[config.mk]
export PLATFORM = sky130hd
export DESIGN_NAME = spi_master_rx
export DESIGN_NICKNAME = d
export VERILOG_FILES = /design/src/rtl/spi_master_rx.sv
export SDC_FILE = /design/constraint.sdc
export NUM_CORES = 1
export LEC_CHECK = 0
export ABC_AREA = 1
export CAP_MARGIN = 15
export CORE_MARGIN = 3
export CORE_UTILIZATION = 42
export CTS_BUF_LIST = sky130_fd_sc_hd__clkbuf_16
export DETAILED_ROUTE_END_ITERATION = 10
export HOLD_SLACK_MARGIN = 0.02
export RECOVER_POWER = 100
export SYNTH_ARGS = -nofsm -noshare
export SYNTH_HDL_FRONTEND = slang
export SYNTH_SLANG_ARGS = --single-unit
[constraint.sdc]
create_clock -name clk -period 3.66 [get_ports clk]
set_input_delay 0.915 -clock clk [delete_from_list [all_inputs] [get_ports clk]]
set_output_delay 0.915 -clock clk [all_outputs]
set_load 0.03 [all_outputs]
[src/rtl/spi_master_rx.sv]
// Receive-only SPI master (mode 0, MSB first): on request, clocks one DATA_W-bit frame in from the sensor.
// Frame result appears with a one-cycle valid pulse; spi_not_busy is high only while idle.
module spi_master_rx #(
  parameter int DATA_W  = 32,
  parameter int CLK_DIV = 5,
  parameter int CBITS   = $clog2(2*DATA_W+1)
) (
  input  logic              clk,
  input  logic              rst,
  input  logic              spi_ena,
  input  logic              miso,
  output logic              spi_not_busy,
  output logic [DATA_W-1:0] spi_rx_data,
  output logic              spi_rx_valid,
  output logic              cs_n,
  output logic              sclk
);

  localparam int DIV_W = (CLK_DIV > 1) ? $clog2(CLK_DIV) : 1;

  typedef enum logic [2:0] {
    IDLE  = 3'd0,
    SETUP = 3'd1,
    SHIFT = 3'd2,
    HOLD  = 3'd3,
    DONE  = 3'd4
  } state_t;

  state_t            state_q, state_d;
  logic [DIV_W-1:0]  div_q, div_d;
  logic [CBITS-1:0]  edge_q, edge_d;
  logic [DATA_W-1:0] shift_q, shift_d;
  logic [DATA_W-1:0] rx_data_q, rx_data_d;
  logic              rx_valid_q, rx_valid_d;
  logic              sclk_q, sclk_d;
  logic              cs_n_q, cs_n_d;
  logic              tick;

  assign tick = (div_q == DIV_W'(CLK_DIV-1));

  always_comb begin
    state_d    = state_q;
    div_d      = tick ? '0 : div_q + 1'b1;
    edge_d     = edge_q;
    shift_d    = shift_q;
    rx_data_d  = rx_data_q;
    rx_valid_d = 1'b0;
    sclk_d     = sclk_q;
    case (state_q)
      IDLE: begin
        div_d  = '0;
        sclk_d = 1'b0;
        if (spi_ena) state_d = SETUP;
      end
      SETUP: begin
        if (tick) begin
          state_d = SHIFT;
          edge_d  = '0;
        end
      end
      SHIFT: begin
        if (tick) begin
          sclk_d = ~sclk_q;
          edge_d = edge_q + 1'b1;
          // sclk currently low means this tick is a rising edge: sample now
          if (!sclk_q) shift_d = {shift_q[DATA_W-2:0], miso};
          if (edge_q == CBITS'(2*DATA_W-1)) begin
            state_d = HOLD;
            edge_d  = '0;
          end
        end
      end
      HOLD: begin
        if (tick) begin
          state_d    = DONE;
          rx_data_d  = shift_q;
          rx_valid_d = 1'b1;
        end
      end
      DONE: begin
        if (tick) state_d = IDLE;
      end
      default: begin
        state_d = IDLE;
        div_d   = '0;
        edge_d  = '0;
        sclk_d  = 1'b0;
      end
    endcase
    // Chip select follows the state being entered so it stays a clean register output
    cs_n_d = (state_d == IDLE) || (state_d == DONE);
  end

  always_ff @(posedge clk or posedge rst) begin
    if (rst) begin
      state_q    <= IDLE;
      div_q      <= '0;
      edge_q     <= '0;
      shift_q    <= '0;
      rx_data_q  <= '0;
      rx_valid_q <= 1'b0;
      sclk_q     <= 1'b0;
      cs_n_q     <= 1'b1;
    end else begin
      state_q    <= state_d;
      div_q      <= div_d;
      edge_q     <= edge_d;
      shift_q    <= shift_d;
      rx_data_q  <= rx_data_d;
      rx_valid_q <= rx_valid_d;
      sclk_q     <= sclk_d;
      cs_n_q     <= cs_n_d;
    end
  end

  assign spi_not_busy = (state_q == IDLE);
  assign spi_rx_data  = rx_data_q;
  assign spi_rx_valid = rx_valid_q;
  assign cs_n         = cs_n_q;
  assign sclk         = sclk_q;

endmodule

# After elaboration in Yosys (flattened, before gate mapping)
# Cells that the tools add are included.
totals:
  register_bits: 80
  in_bits: 4
  output_inout_bits: 36
op_classes:
  add_sub_neg: 2
  eq_ne: 9
  n_mux: 17
  bitwise_logic: 3
  n_reduce_logical: 10
ops:
  columns: ["op", "count"]
  rows:
  - ["3-bit two-way mux", 8]
  - ["7-bit two-way mux", 3]
  - ["7-bit one-hot mux with 3 select lines", 1]
  - ["3-bit one-hot mux with 5 select lines", 1]
  - ["3-bit == test, second input constant", 3]
  - ["7-bit by 1-bit adder with 7-bit output, second input constant", 1]
  - ["7-bit by 6-bit == test with 1-bit output, second input constant", 1]
  - ["3-bit by 2-bit == test with 1-bit output, second input constant", 2]
  - ["3-bit logical NOT", 2]
  - ["3-bit AND reduction", 2]
  - ["3-bit OR reduction", 2]
  - ["2-bit != test, second input constant", 2]
  - ["2-bit AND reduction", 2]
  - ["4-bit OR reduction", 1]
  - ["3-bit by 1-bit adder with 3-bit output, second input constant", 1]
  - ["3-bit by 1-bit == test with 1-bit output, second input constant", 1]
  - ["1-bit two-way mux", 3]
  - ["1-bit NOT", 3]
  - ["1-bit one-hot mux with 2 select lines", 1]
  - ["1-bit logical OR", 1]

# Longest topological paths before layout
depth:
  ltp_word: 6
  ltp_mapped: 9
  ltp_nobuf: 9

# Worst setup path before layout
# OpenSTA, ideal clock, no wires.
synth_path:
  kind: "register to output"
  from: "register state_q[0]"
  to: "output port spi_not_busy"
  arrival_time_ns: 1.050
  t_required_ns: 2.745
  path_slack_ns: 1.695
  stages_incl_launch_ff: 4
  cell_sequence: "dfrtp_1 -> inv_2 -> nand2_1 -> nor2_1"
synth_via:
  elab_chain_cells: 1
synth_rtl:
  columns: ["item", "line_no", "rtl"]
  rows:
  - ["start, declared", "29", "state_t state_q, state_d;"]
  - ["start signal, assigned", "105", "state_q <= state_d;"]
  - ["3-bit logical NOT", "116", "assign spi_not_busy = (state_q == IDLE);"]
  - ["end, declared", "12", "output logic spi_not_busy,"]
# Every way passes these cells.

# Final worst setup path
# Same ends and word-level chain as after synthesis.

==> results.env <==
OUTCOME='completed'
WIRE_PER_INST_UM=12.17
MAX-SLEW-MARGIN-REL=0.04154
SYNTH_AREA_PER_CELL_UM2=10.40
CTS.HOLD.BUFFERS_ADDED=0
CTS_MADE_BUFFERS=9
GRT_FIRST_PASS_WIRELENGTH_MM=10.39
TRITONCTS='yes'
SYNTH_SEQUENTIAL_AREA_RATIO=0.5616
CORE_REGION_AREA_UM2=7968
FINAL_WL_MM=5.915
DIE-HEIGHT_UM=98.16
POST-CTS-SETUP-BUFFERS=0
CRITICAL_PATH.SLOWEST_CELL='sky130_fd_sc_hd__dlygate4sd3_1'
WORST_SLEW_PIN_SLEW_NS=1.430
TIMING.MAX_CAP.VIOLATIONS=0
PIN_COUNT_OF_THE_BIGGEST_NET_ENTERING_GLOBAL_ROUTING=66
P_PER_AREA_nW_PER_UM2=448.4
POST_ROUTE_WORST_SETUP_SLACK_NS=0.8138
CRIT_PATH_END_KIND='output port'
TRITONCTS_NUM_SINKS=80
WORSTSETUPPATHTYPE='flip-flop to output port'
GRT_SETUP_UNREPAIRED='no'
HTREEDEPTH=3
SETUP_VIOLATIONS=0
NUMBER_OF_GATES_RESIZED_AFTER_CTS=0
FINAL_ANTENNA_NET_COUNT=0
PATH_CLK_SLEW_NS=0.06
P_CLK_FRAC=0.499
FINISH.UTILIZATION=0.5119
WORST_SKEW_PAIR.LATE_LATENCY_NS=0.33
SEQUENTIAL_POWER_SHARE=0.486
GRTUSAGETOTAL=0.1332
SYNTH-MAIN-FF-CELL='sky130_fd_sc_hd__dfrtp_1'
CTS-ROOT-BUF='sky130_fd_sc_hd__clkbuf_16'
POST_LAYOUT_INSTANCE_COUNT_EXCLUDING_FILLER_CELLS=486
LEAKAGE_uW=0.002003
CP.ARRIVAL_NS=1.93
START_UTIL=0.4477
PLACED_CELL_AREA_UM2=3963
IOS=40
DIE_WIDTH_UM=98.16
PRE_CTS_SLACK_NS=1.270
PATH_CELLS='inv_1 > nand2_1 > nor2_1 > dlygate4sd3_1'
LAYOUT_CELL_SHARE_WITH_DRIVE_STRENGTH_BEYOND_1=0.1432
POWER.SHARE.SWITCHING=0.1914
LAYOUT.CELLS.MOST_COMMON='sky130_fd_sc_hd__nand2_1'
NFILLCELLS=766
POWER.INTERNAL_uW=1479
DRT-PASS1-ITER-COUNT=4
PORTBUFFERS=39
GLOBALROUTEOVERFLOWTOTAL=0
DETAIL_ROUTE.DRC_VIOLATIONS=0
FINAL_CELL_AREA_UM2=4079
ANTENNA_CELLS_INSERTED=0
SYN_INST=343
POSTSYNTHNETCOUNT=350
SYN_TO_FINAL_GROWTH_PCT=14.35
MIN_PERIOD_NS=2.846
MOSTFREQUENTLAYOUTCELLS='85 x sky130_fd_sc_hd__nand2_1, 79 x sky130_fd_sc_hd__dfrtp_1, 45 x sky130_fd_sc_hd__inv_1'
TIMING.SETUP.TNS_NS=0
FAMILY_WITH_THE_MOST_DELAY_ON_THE_WORST_PATH='buffers and inverters'
CRIT_PATH_MAX_INCR_DELAY_NS=0.76
ASYNC_FLOP_SHARE=1.000
DIE-AREA_UM2=9635
CP_NUM_BUF_INV=2
SYNTH_SEQ_CELLS=80
COMBINATIONALPOWERSHARE=0.015
LAYOUT_WORST_PATH_CYCLE_SHARE=0.7776
CP_DATA_REQUIRED_TIME_NS=2.74
VIAS=2315
DETAIL_ROUTE.ITER0.VIOLATIONS=77
HOLDCRITPATHCLASS='flip-flop to flip-flop'
DP_HPWL_MM=3.892
POST_SYNTH_INSTANCE_AREA_UM2=3567
SYNTH.YOSYS.WARNINGS=0
PLACEMENTROWS=32
SYNTH-EDFF-COUNT=0
CP-START-KIND='flip-flop'
TIMING.CRITICAL_PATH.FANOUT_MAX=6
FMAX_GHz=0.3514
GP_CONGESTION=0.8030
VIAS_IN_THE_FIRST_GLOBAL_ROUTE=2221
NUMBER_OF_ANTENNA_VIOLATIONS_AT_THE_FIRST_CHECK_IN_GLOBAL_ROUTING=0
CLOCK_TREE.BUFFER_DEPTH=2
CLOCK-SKEW-FINAL_NS=0.005664
YOSYSUNIQUECELLTYPES=28
DP.CELLS=473
REPORT.FINAL.HOLD_VIOL_COUNT=0
VIASPERCELL=4.763
POWER_SWITCHING_uW=350.1
VDD_DROP_MAX_mV=0.2344
FINALMAXSLEWVIOLATIONS=0
FINISH.NET_COUNT=389
registers in the layout, indices dropped and copies added, names as in the netlist:
signal,flops
cs_n,1
spi_rx_valid,1
sclk,1
shift_q,32
edge_q,7
div_q,3
spi_rx_data,32
state_q,3
logic make-up after synthesis:
logic type,Yosys count,share of synthesized area
fa+ha+maj,3,0.01052
xor+xnor,1,0.002456
compound gates,74,0.1627
simple gates,122,0.1659
flops,80,0.5616
buf+inv,63,0.09681
cell type report:
type                       instances  area (um2)  share of cell area
clock inverter                     4       72.57             0.01779
clock buffer                       9       225.2             0.05521
timing repair buffer              42       419.2              0.1028
tap                              102       127.6             0.03129
multi-input combinational        200        1044              0.2558
inverter                          49       187.7             0.04601
sequential                        80        2003              0.4911
synth_stat cells, types with 2 or more instances:
cell / instances / area (um2)
sky130_fd_sc_hd__dfrtp_1: 79 / 1977
sky130_fd_sc_hd__nand2_1: 63 / 236.5
sky130_fd_sc_hd__o21ai_2: 54 / 473.0
sky130_fd_sc_hd__inv_1: 45 / 168.9
sky130_fd_sc_hd__nand2_2: 28 / 175.2
sky130_fd_sc_hd__nand3_1: 12 / 60.06
sky130_fd_sc_hd__buf_6: 9 / 101.4
sky130_fd_sc_hd__nor2_1: 9 / 33.78
sky130_fd_sc_hd__o21ai_1: 8 / 40.04
sky130_fd_sc_hd__o21ai_0: 6 / 30.03
sky130_fd_sc_hd__nand4_1: 4 / 25.02
sky130_fd_sc_hd__a21oi_1: 3 / 15.01
sky130_fd_sc_hd__buf_8: 3 / 45.04
sky130_fd_sc_hd__ha_1: 3 / 37.54
sky130_fd_sc_hd__inv_2: 3 / 11.26
sky130_fd_sc_hd__o21bai_1: 2 / 15.01
stage by stage:
stage / hold WS [ns] / power [uW]
2_1_floorplan: 0.4287 / 922.8
4_1_cts: 0.4629 / 1865
3_5_place_dp: 0.4521 / 935.7
6_report: 0.4593 / 1829
5_1_grt: 0.4922 / 1896
3_3_place_gp: 0.4442 / 935.3
path summary, 6_finish.rpt:
kind	depth (start not counted)	slack [ns]	start	to
setup / recovery	4	0.81	state_q[0]	spi_not_busy
hold / removal	1	0.46	div_q[0]	div_q[0]
setup reg to reg	7	1.09	div_q[0]	spi_rx_data[28]
hold reg to reg	1	0.46	div_q[0]	div_q[0]
max in group asynchronous	3	1.42	rst	cs_n
min in group asynchronous	2	1.37	rst	spi_rx_data[12]
power by group through the flow:
stage | Clock, uW | Sequential, uW | Combinational, uW
detailed placement | 0 | 905 | 30.6
global route | 974 | 889 | 32.5
global placement | 0 | 905 | 30.2
floorplan | 0 | 905 | 17.8
CTS | 945 | 889 | 30.6
finish | 912 | 889 | 27.3
per-layer routing:
metal	vias to the layer above	global-route usage	share of wire
met5	-	0	0
met1	1082	0.1808	0.50
li1	1171	-	-
met4	0	0.06303	0.019
met2	52	0.2000	0.44
met3	10	0.03429	0.041
Power figures use the tool's default switching activity.
